$ cat config.mk
export PLATFORM = sky130hd
export DESIGN_NAME = led_sw_ctrl
export DESIGN_NICKNAME = d
export VERILOG_FILES = /design/src/rtl/led_sw_pkg.sv /design/src/rtl/sw_debounce.sv /design/src/rtl/led_sw_ctrl.sv
export SDC_FILE = /design/constraint.sdc
export NUM_CORES = 1
export LEC_CHECK = 0
export CORE_UTILIZATION = 35
export DETAILED_ROUTE_END_ITERATION = 10
export GPL_TIMING_DRIVEN = 0
export SLEW_MARGIN = 20
export SYNTH_ARGS = -nofsm -noshare
export SYNTH_HDL_FRONTEND = slang
export SYNTH_SLANG_ARGS = --single-unit
$ cat constraint.sdc
create_clock -name clk -period 1.7 [get_ports clk]
set_clock_uncertainty 0.1 [all_clocks]
set_input_delay 0.255 -clock clk [delete_from_list [all_inputs] [get_ports clk]]
set_output_delay 0.255 -clock clk [all_outputs]
set_load 0.02 [all_outputs]
$ cat src/rtl/led_sw_pkg.sv
// Shared types and default parameters for the switch-to-LED controller.
package led_sw_pkg;

  typedef enum logic [1:0] {
    MODE_OFF   = 2'd0,
    MODE_ON    = 2'd1,
    MODE_BLINK = 2'd2
  } mode_e;

  localparam int unsigned DEB_CYCLES_DEF      = 16;
  localparam int unsigned BLINK_HALF_DEF      = 8;
  localparam int unsigned AUTO_OFF_CYCLES_DEF = 64;

endpackage

$ cat src/rtl/sw_debounce.sv
// Two-flop synchroniser plus debounce counter for one slide switch.
// press pulses on the edge where the debounced level rises.
module sw_debounce
  import led_sw_pkg::*;
#(
  parameter int unsigned DEB_CYCLES = DEB_CYCLES_DEF
) (
  input  logic clk,
  input  logic rst_n,
  input  logic sw_raw,
  output logic sw_db,
  output logic press
);

  localparam int unsigned CW = $clog2(DEB_CYCLES);
  localparam logic [CW-1:0] CNT_MAX = CW'(DEB_CYCLES - 1);

  logic [1:0]    sync_q;
  logic [CW-1:0] cnt_q;
  logic          db_q;
  logic          sw_s;
  logic          flip;

  assign sw_s  = sync_q[1];
  assign flip  = (sw_s != db_q) && (cnt_q == CNT_MAX);
  assign press = flip && !db_q;
  assign sw_db = db_q;

  always_ff @(posedge clk or negedge rst_n) begin
    if (!rst_n) begin
      sync_q <= 2'b00;
      cnt_q  <= '0;
      db_q   <= 1'b0;
    end else begin
      sync_q <= {sync_q[0], sw_raw};
      if (sw_s == db_q) begin
        cnt_q <= '0;
      end else if (flip) begin
        db_q  <= ~db_q;
        cnt_q <= '0;
      end else begin
        cnt_q <= cnt_q + CW'(1);
      end
    end
  end

endmodule

$ cat src/rtl/led_sw_ctrl.sv
// Switch-to-LED controller: debounced press cycles OFF -> ON -> BLINK -> OFF.
// Optional idle auto-off enabled by defining LED_SW_CTRL_AUTO_OFF_EN.
module led_sw_ctrl
  import led_sw_pkg::*;
#(
  parameter int unsigned DEB_CYCLES      = DEB_CYCLES_DEF,
  parameter int unsigned BLINK_HALF      = BLINK_HALF_DEF,
  parameter int unsigned AUTO_OFF_CYCLES = AUTO_OFF_CYCLES_DEF
) (
  input  logic       clk,
  input  logic       rst_n,
  input  logic [1:1] sw,
  output logic [1:1] ld,
  output logic       sw_db,
  output logic [1:0] mode
);

  localparam int unsigned BW = (BLINK_HALF > 1) ? $clog2(BLINK_HALF) : 1;
  localparam logic [BW-1:0] BLINK_MAX = BW'(BLINK_HALF - 1);

  logic          press;
  logic          expire;
  mode_e         mode_q;
  logic [BW-1:0] blink_cnt_q;
  logic          phase_q;
  logic          ld_q;

  sw_debounce #(
    .DEB_CYCLES(DEB_CYCLES)
  ) u_sw_debounce (
    .clk   (clk),
    .rst_n (rst_n),
    .sw_raw(sw[1]),
    .sw_db (sw_db),
    .press (press)
  );

`ifdef LED_SW_CTRL_AUTO_OFF_EN
  localparam int unsigned TW = (AUTO_OFF_CYCLES > 1) ? $clog2(AUTO_OFF_CYCLES) : 1;
  localparam logic [TW-1:0] TIMER_MAX = TW'(AUTO_OFF_CYCLES - 1);
  logic [TW-1:0] timer_q;
  // A press on the expiry edge wins over the timeout.
  assign expire = (mode_q != MODE_OFF) && (timer_q == TIMER_MAX) && !press;
`else
  assign expire = 1'b0;
`endif

  always_ff @(posedge clk or negedge rst_n) begin
    if (!rst_n) begin
      mode_q      <= MODE_OFF;
      blink_cnt_q <= '0;
      phase_q     <= 1'b0;
      ld_q        <= 1'b0;
`ifdef LED_SW_CTRL_AUTO_OFF_EN
      timer_q     <= '0;
`endif
    end else begin
      ld_q <= (mode_q == MODE_ON) || ((mode_q == MODE_BLINK) && phase_q);
      if (press) begin
        blink_cnt_q <= '0;
        case (mode_q)
          MODE_OFF: begin
            mode_q  <= MODE_ON;
            phase_q <= 1'b0;
          end
          MODE_ON: begin
            mode_q  <= MODE_BLINK;
            phase_q <= 1'b1;
          end
          default: begin
            mode_q  <= MODE_OFF;
            phase_q <= 1'b0;
          end
        endcase
      end else if (expire) begin
        mode_q      <= MODE_OFF;
        blink_cnt_q <= '0;
        phase_q     <= 1'b0;
      end else if (mode_q == MODE_BLINK) begin
        if (blink_cnt_q == BLINK_MAX) begin
          blink_cnt_q <= '0;
          phase_q     <= ~phase_q;
        end else begin
          blink_cnt_q <= blink_cnt_q + BW'(1);
        end
      end else begin
        blink_cnt_q <= '0;
        phase_q     <= 1'b0;
      end
`ifdef LED_SW_CTRL_AUTO_OFF_EN
      if (press || expire || (mode_q == MODE_OFF)) begin
        timer_q <= '0;
      end else begin
        timer_q <= timer_q + TW'(1);
      end
`endif
    end
  end

  assign ld[1] = ld_q;
  assign mode  = mode_q;

endmodule

# Yosys cells after proc, flatten, opt, wreduce, memory -nomap -nowiden
# Index checks and enable logic that the tools add are counted.
[totals]
reg_bits = 14
out_inout_bits = 4
[classes]
n_addsub = 2
n_eq_ne = 7
mux = 10
bitwise_logic = 3
n_reduce_logical = 7
[op_table]
columns = ["op", "n"]
rows = [
  ["3-bit two-way mux", 3],
  ["4-bit two-way mux", 2],
  ["4-bit by 1-bit adder with 4-bit output, second input constant", 1],
  ["4-bit == test, second input constant", 1],
  ["1-bit two-way mux", 4],
  ["2-bit case mux with 2 select lines", 1],
  ["3-bit by 1-bit adder with 3-bit output, second input constant", 1],
  ["3-bit == test, second input constant", 1],
  ["1-bit logical AND", 3],
  ["3-bit by 2-bit != test with 1-bit output, second input constant", 1],
  ["1-bit inverter", 3],
  ["2-bit by 1-bit == test with 1-bit output, second input constant", 1],
  ["2-bit == test, second input constant", 1],
  ["2-bit zero test", 1],
  ["2-bit AND reduction", 1],
  ["1-bit == test", 1],
  ["1-bit zero test", 1],
  ["1-bit logical OR", 1],
  ["1-bit != test", 1],
]

# Longest topological paths before layout
[logic_depth]
ltp_word = 4
mapped_depth = 4
mapped_depth_nobuf = 4

# Modules after synthesis
# Synthesis repeated with hierarchy kept, for this count alone.
[hier_totals]
cells_unflattened = 43
area_unflattened_um2 = 576.8
[modules_own_cells]
columns = ["mod", "n_inst", "cells_each", "area_each_um2"]
rows = [
  ["led_sw_ctrl", 1, 24, 299.0],
  ["sw_debounce", 1, 19, 277.8],
]

# Least setup slack after synthesis
# No wires, ideal clock.
[synth_timing]
path_kind = "register to register"
from = "register u_sw_debounce.cnt_q[0]"
to = "register phase_q"
arrival_ns = 1.007
t_required_ns = 1.475
slack_ns = 0.468
path_stages_with_launch = 5
synth_period_minus_slack_ns = 1.232
path_cell_list = "dfrtp_1 -> ha_1 -> nand3_4 -> o21ai_2 -> o21bai_1"
[synth_via]
elab_chain_cells = 4
elab_cells_between_ends = 5
classes_between = "2 x eq/ne; 1 x mux; 2 x reduce/logical"
[synth_rtl]
columns = ["item", "line", "rtl"]
rows = [
  ["start: declaration", "sw_debounce.sv:19", "logic [CW-1:0] cnt_q;"],
  ["start signal: assignment", "sw_debounce.sv:42", "cnt_q <= cnt_q + CW'(1);"],
  ["4-bit == test (*)", "sw_debounce.sv:25", "assign flip = (sw_s != db_q) && (cnt_q == CNT_MAX);"],
  ["1-bit logical AND (*)", "sw_debounce.sv:25", ""],
  ["1-bit logical AND (*)", "sw_debounce.sv:26", "assign press = flip && !db_q;"],
  ["3-bit by 2-bit != test with 1-bit output (no source line) / 1-bit two-way mux (equally long branches)", "n/a", ""],
  ["end signal: assignment", "led_sw_ctrl.sv:82", "phase_q <= ~phase_q;"],
  ["end: declaration", "led_sw_ctrl.sv:25", "logic phase_q;"],
]
# Every way passes the cells marked *; elsewhere a longest branch is shown, timed or not.
# A chain may end at the register's enable or synchronous reset.

# Worst setup path after layout
[layout_timing]
from = "register ld_q, in the netlist ld"
to = "output port ld"
[layout_lines]
columns = ["item", "line", "rtl"]
rows = [
  ["start: declaration", "led_sw_ctrl.sv:26", "logic ld_q;"],
  ["start signal: assignment", "led_sw_ctrl.sv:58", "ld_q <= (mode_q == MODE_ON) || ((mode_q == MODE_BLINK) && phase_q);"],
  ["end: declaration", "led_sw_ctrl.sv:13", "output logic [1:1] ld,"],
]
# No word-level cell between the ends.

==> results.yml <==
status:
  status: "finished clean"
critical_path:
  cp_data_required_time_ns: 1.34
  crit_family: "buffers and inverters"
  cpPeakStageDelay_ns: 0.59
  crit_arrival_ns: 1.21
  critPathMaxFanout: 1
  r2r.worst_path.cells: 4
  rr_startpoint: "u_sw_debounce.cnt_q[0]$_DFF_PN0_"
  cp_slowest_cell: "clkdlybuf4s50_1"
  crit_chain: "clkdlybuf4s50_1"
  end_kind: "primary output"
  cp_num_cells: 1
  crit_type: "reg -> out"
  path_buf_inv: 1
  start_kind: "flip-flop"
  r2r_slack_ns: 0.36
  r2r-end: "phase_q$_DFFE_PN0P_"
clocking:
  post-cts-setup-buffers: 0
  cts-root-buf: "clkbuf_4"
  h-tree-depth: 1
  numCtsBuffers: 3
  worstSkewPairLatency_ns: 0.28
  clockBufferDepth: 2
  cts_tree: "done"
  cts_sinks: 14
  ctsHoldBuffers: 0
  path_clk_slew_ns: 0.09
cells_and_area:
  final_net_count: 68
  multi_input_area_um2: 243
  final-seq-area_um2: 350
  fin_area_um2: 721
  drive_above_1_share_pct: 16.4
  area_growth_pct: 19.3
  fillers: 155
  n_antenna_cell: 0
placement:
  dp_hpwl_um: 622
  gp_congestion: 0.679
  dpl_cell_area_um2: 684
  numPortBuffers: 6
global_routing:
  grt_first_pass_wirelength_um: 1460
  overflow: 0
  grt_max_degree: 15
  antenna_found_initial: 0
  track_usage_pct: 11.0
  first_global_vias: 354
synth:
  synth_fp_nets: 57
  syn-instance-count: 51
  synth.avg_cell_area_um2: 11.8
  yosysSeqAreaShare_pct: 58.0
  yosysWarnings: 0
  synth_cell_types: 19
  synth_top_area_cell: "dfrtp_1"
  synthTopCellsByArea: "dfrtp_1 (58%), ha_1 (6.2%), xnor2_1 (4.3%)"
  netlist.area_leader.share_pct: 58.0
  synth-seq-cells: 14
  syn_area_um2: 604
routing:
  first_pass_iters: 2
  wl_per_cell_um: 11.1
  routed_wirelength_um: 857
  vias_per_cell: 4.83
  drtIter0Drc: 2
  vias: 372
  antenna_left: 0
  drc: 0
timing:
  clock.fmax_mhz: 641
  maxSlewHeadroom_pct: 58.0
  finalSetupTns_ns: 0
  min_period_over_period_pct: 91.8
  setup_viol: 0
  rsz0062_at_grt: "no"
  report.final.slew_viol_count: 0
  tightest_slew_ns: 0.627
  min_period_ns: 1.56
  hold_violations: 0
pwr:
  pwr_density_cell_mw_per_mm2: 846
  leakagePower_nw: 0.350
  ir_worst_vdd_v: 0.000541
worst_hold_path:
  hold_class: "reg -> reg"
  hold_end: "u_sw_debounce.sync_q[1]$_DFF_PN0_"
  worst_hold_path.num_cells: 0
  min_from: "u_sw_debounce.sync_q[0]$_DFF_PN0_"
floorplan:
  core.rowCount: 14
  coreArea_mm2: 0.00156
  start_util_pct: 38.8
  die_h_um: 43.6
  dieArea_mm2: 0.00190
  fp.dieW_um: 43.6
  pin_count: 7
run:
  drv_cap: 0
how the worst max path moves through the flow:
stage                                     start                   to  slack [ns]
2_1_floorplan  u_sw_debounce.cnt_q[0]$_DFF_PN0_  phase_q$_DFFE_PN0P_        0.47
3_3_place_gp                mode[1]$_DFFE_PN0P_              mode[1]        0.29
3_5_place_dp                mode[0]$_DFFE_PN0P_              mode[0]        0.30
4_1_cts         u_sw_debounce.sw_db$_DFFE_PN0P_                sw_db        0.03
5_1_grt                            ld$_DFF_PN0_                   ld        0.11
6_report                           ld$_DFF_PN0_                   ld        0.14
cell usage after synthesis:
cell type / number
dfrtp_1: 14
nand2_1: 4
o21ai_0: 4
ha_1: 3
inv_1: 3
nand2b_1: 3
nor2_1: 3
xnor2_1: 3
a21oi_1: 2
nor2b_1: 2
nor3_1: 2
and3_2: 1
nand2b_2: 1
nand3_4: 1
nand4b_1: 1
nor3_2: 1
nor4_2: 1
o21ai_2: 1
o21bai_1: 1
flip-flops by register name, summed over array words and instances, names as in the netlist:
name,flops
mode,2
blink_cnt_q,3
u_sw_debounce.cnt_q,4
phase_q,1
u_sw_debounce.sync_q,2
ld,1
u_sw_debounce.sw_db,1
metrics by stage:
step                      instances  setup WS [ns]  total power [W]  hold WS, ns  utilization (%)
after floorplan                  51          0.468         0.000369       -0.141                -
after global placement           73          0.295         0.000384        0.234             43.9
after detailed placement         73          0.305         0.000384        0.237             43.9
after CTS                        77         0.0287         0.000617        0.255             46.1
after global routing             77          0.106         0.000636        0.270             46.2
final                            77          0.140         0.000610        0.252             46.2
timing repair:
item	in CTS	in global routing
gates resized for setup	2	1
setup endpoints to repair	2	1
hold endpoints to repair	0	0
power breakdown:
group          internal, W  leakage, nW  switching, W  total [W]
Sequential        0.000341        0.188    0.00000803   0.000349
Combinational    0.0000123        0.140     0.0000154  0.0000277
Clock             0.000130       0.0210      0.000103   0.000233
per-layer routing:
layer	vias to the layer above	GRT usage, %	part of all wire (%)
met2	8	14.9	44
met5	-	0	0
met1	173	13.7	49
met3	0	7.92	6.7
met4	0	3.75	0
li1	191	-	-
logic make-up (layout without fill, tap and decap cells):
kind of cell / after synthesis / in the layout / share of synthesized area (%)
AND/OR/NAND/NOR: 20 / 20 / 21.9
flip-flops: 14 / 14 / 58.0
adder cells (fa/ha/maj): 3 / 3 / 6.21
XOR/XNOR: 3 / 3 / 4.35
buffers and inverters: 3 / 13 / 1.86
AO/OA/AOI/OAI: 8 / 8 / 7.66
layout by cell type (no fill, tap or decap), types with 2 or more instances in the layout:
cell,instances
a21oi_1,2
clkbuf_4,3
clkdlybuf4s50_1,3
dfrtp_1,14
dlygate4sd2_1,2
ha_1,3
inv_1,3
nand2_1,4
nand2b_1,3
nor2_1,3
nor2b_1,2
nor3_1,2
o21ai_0,4
xnor2_1,3
layout make-up:
| cell class | count | area share, % |
|---|---|---|
| sequential | 14 | 48.6 |
| multi-input combinational | 34 | 33.7 |
| timing repair buffer | 6 | 8.33 |
| clock buffer | 4 | 5.03 |
| tap | 16 | 2.78 |
| inverter | 3 | 1.56 |
Note: power is estimated with default switching activity, not from simulation.
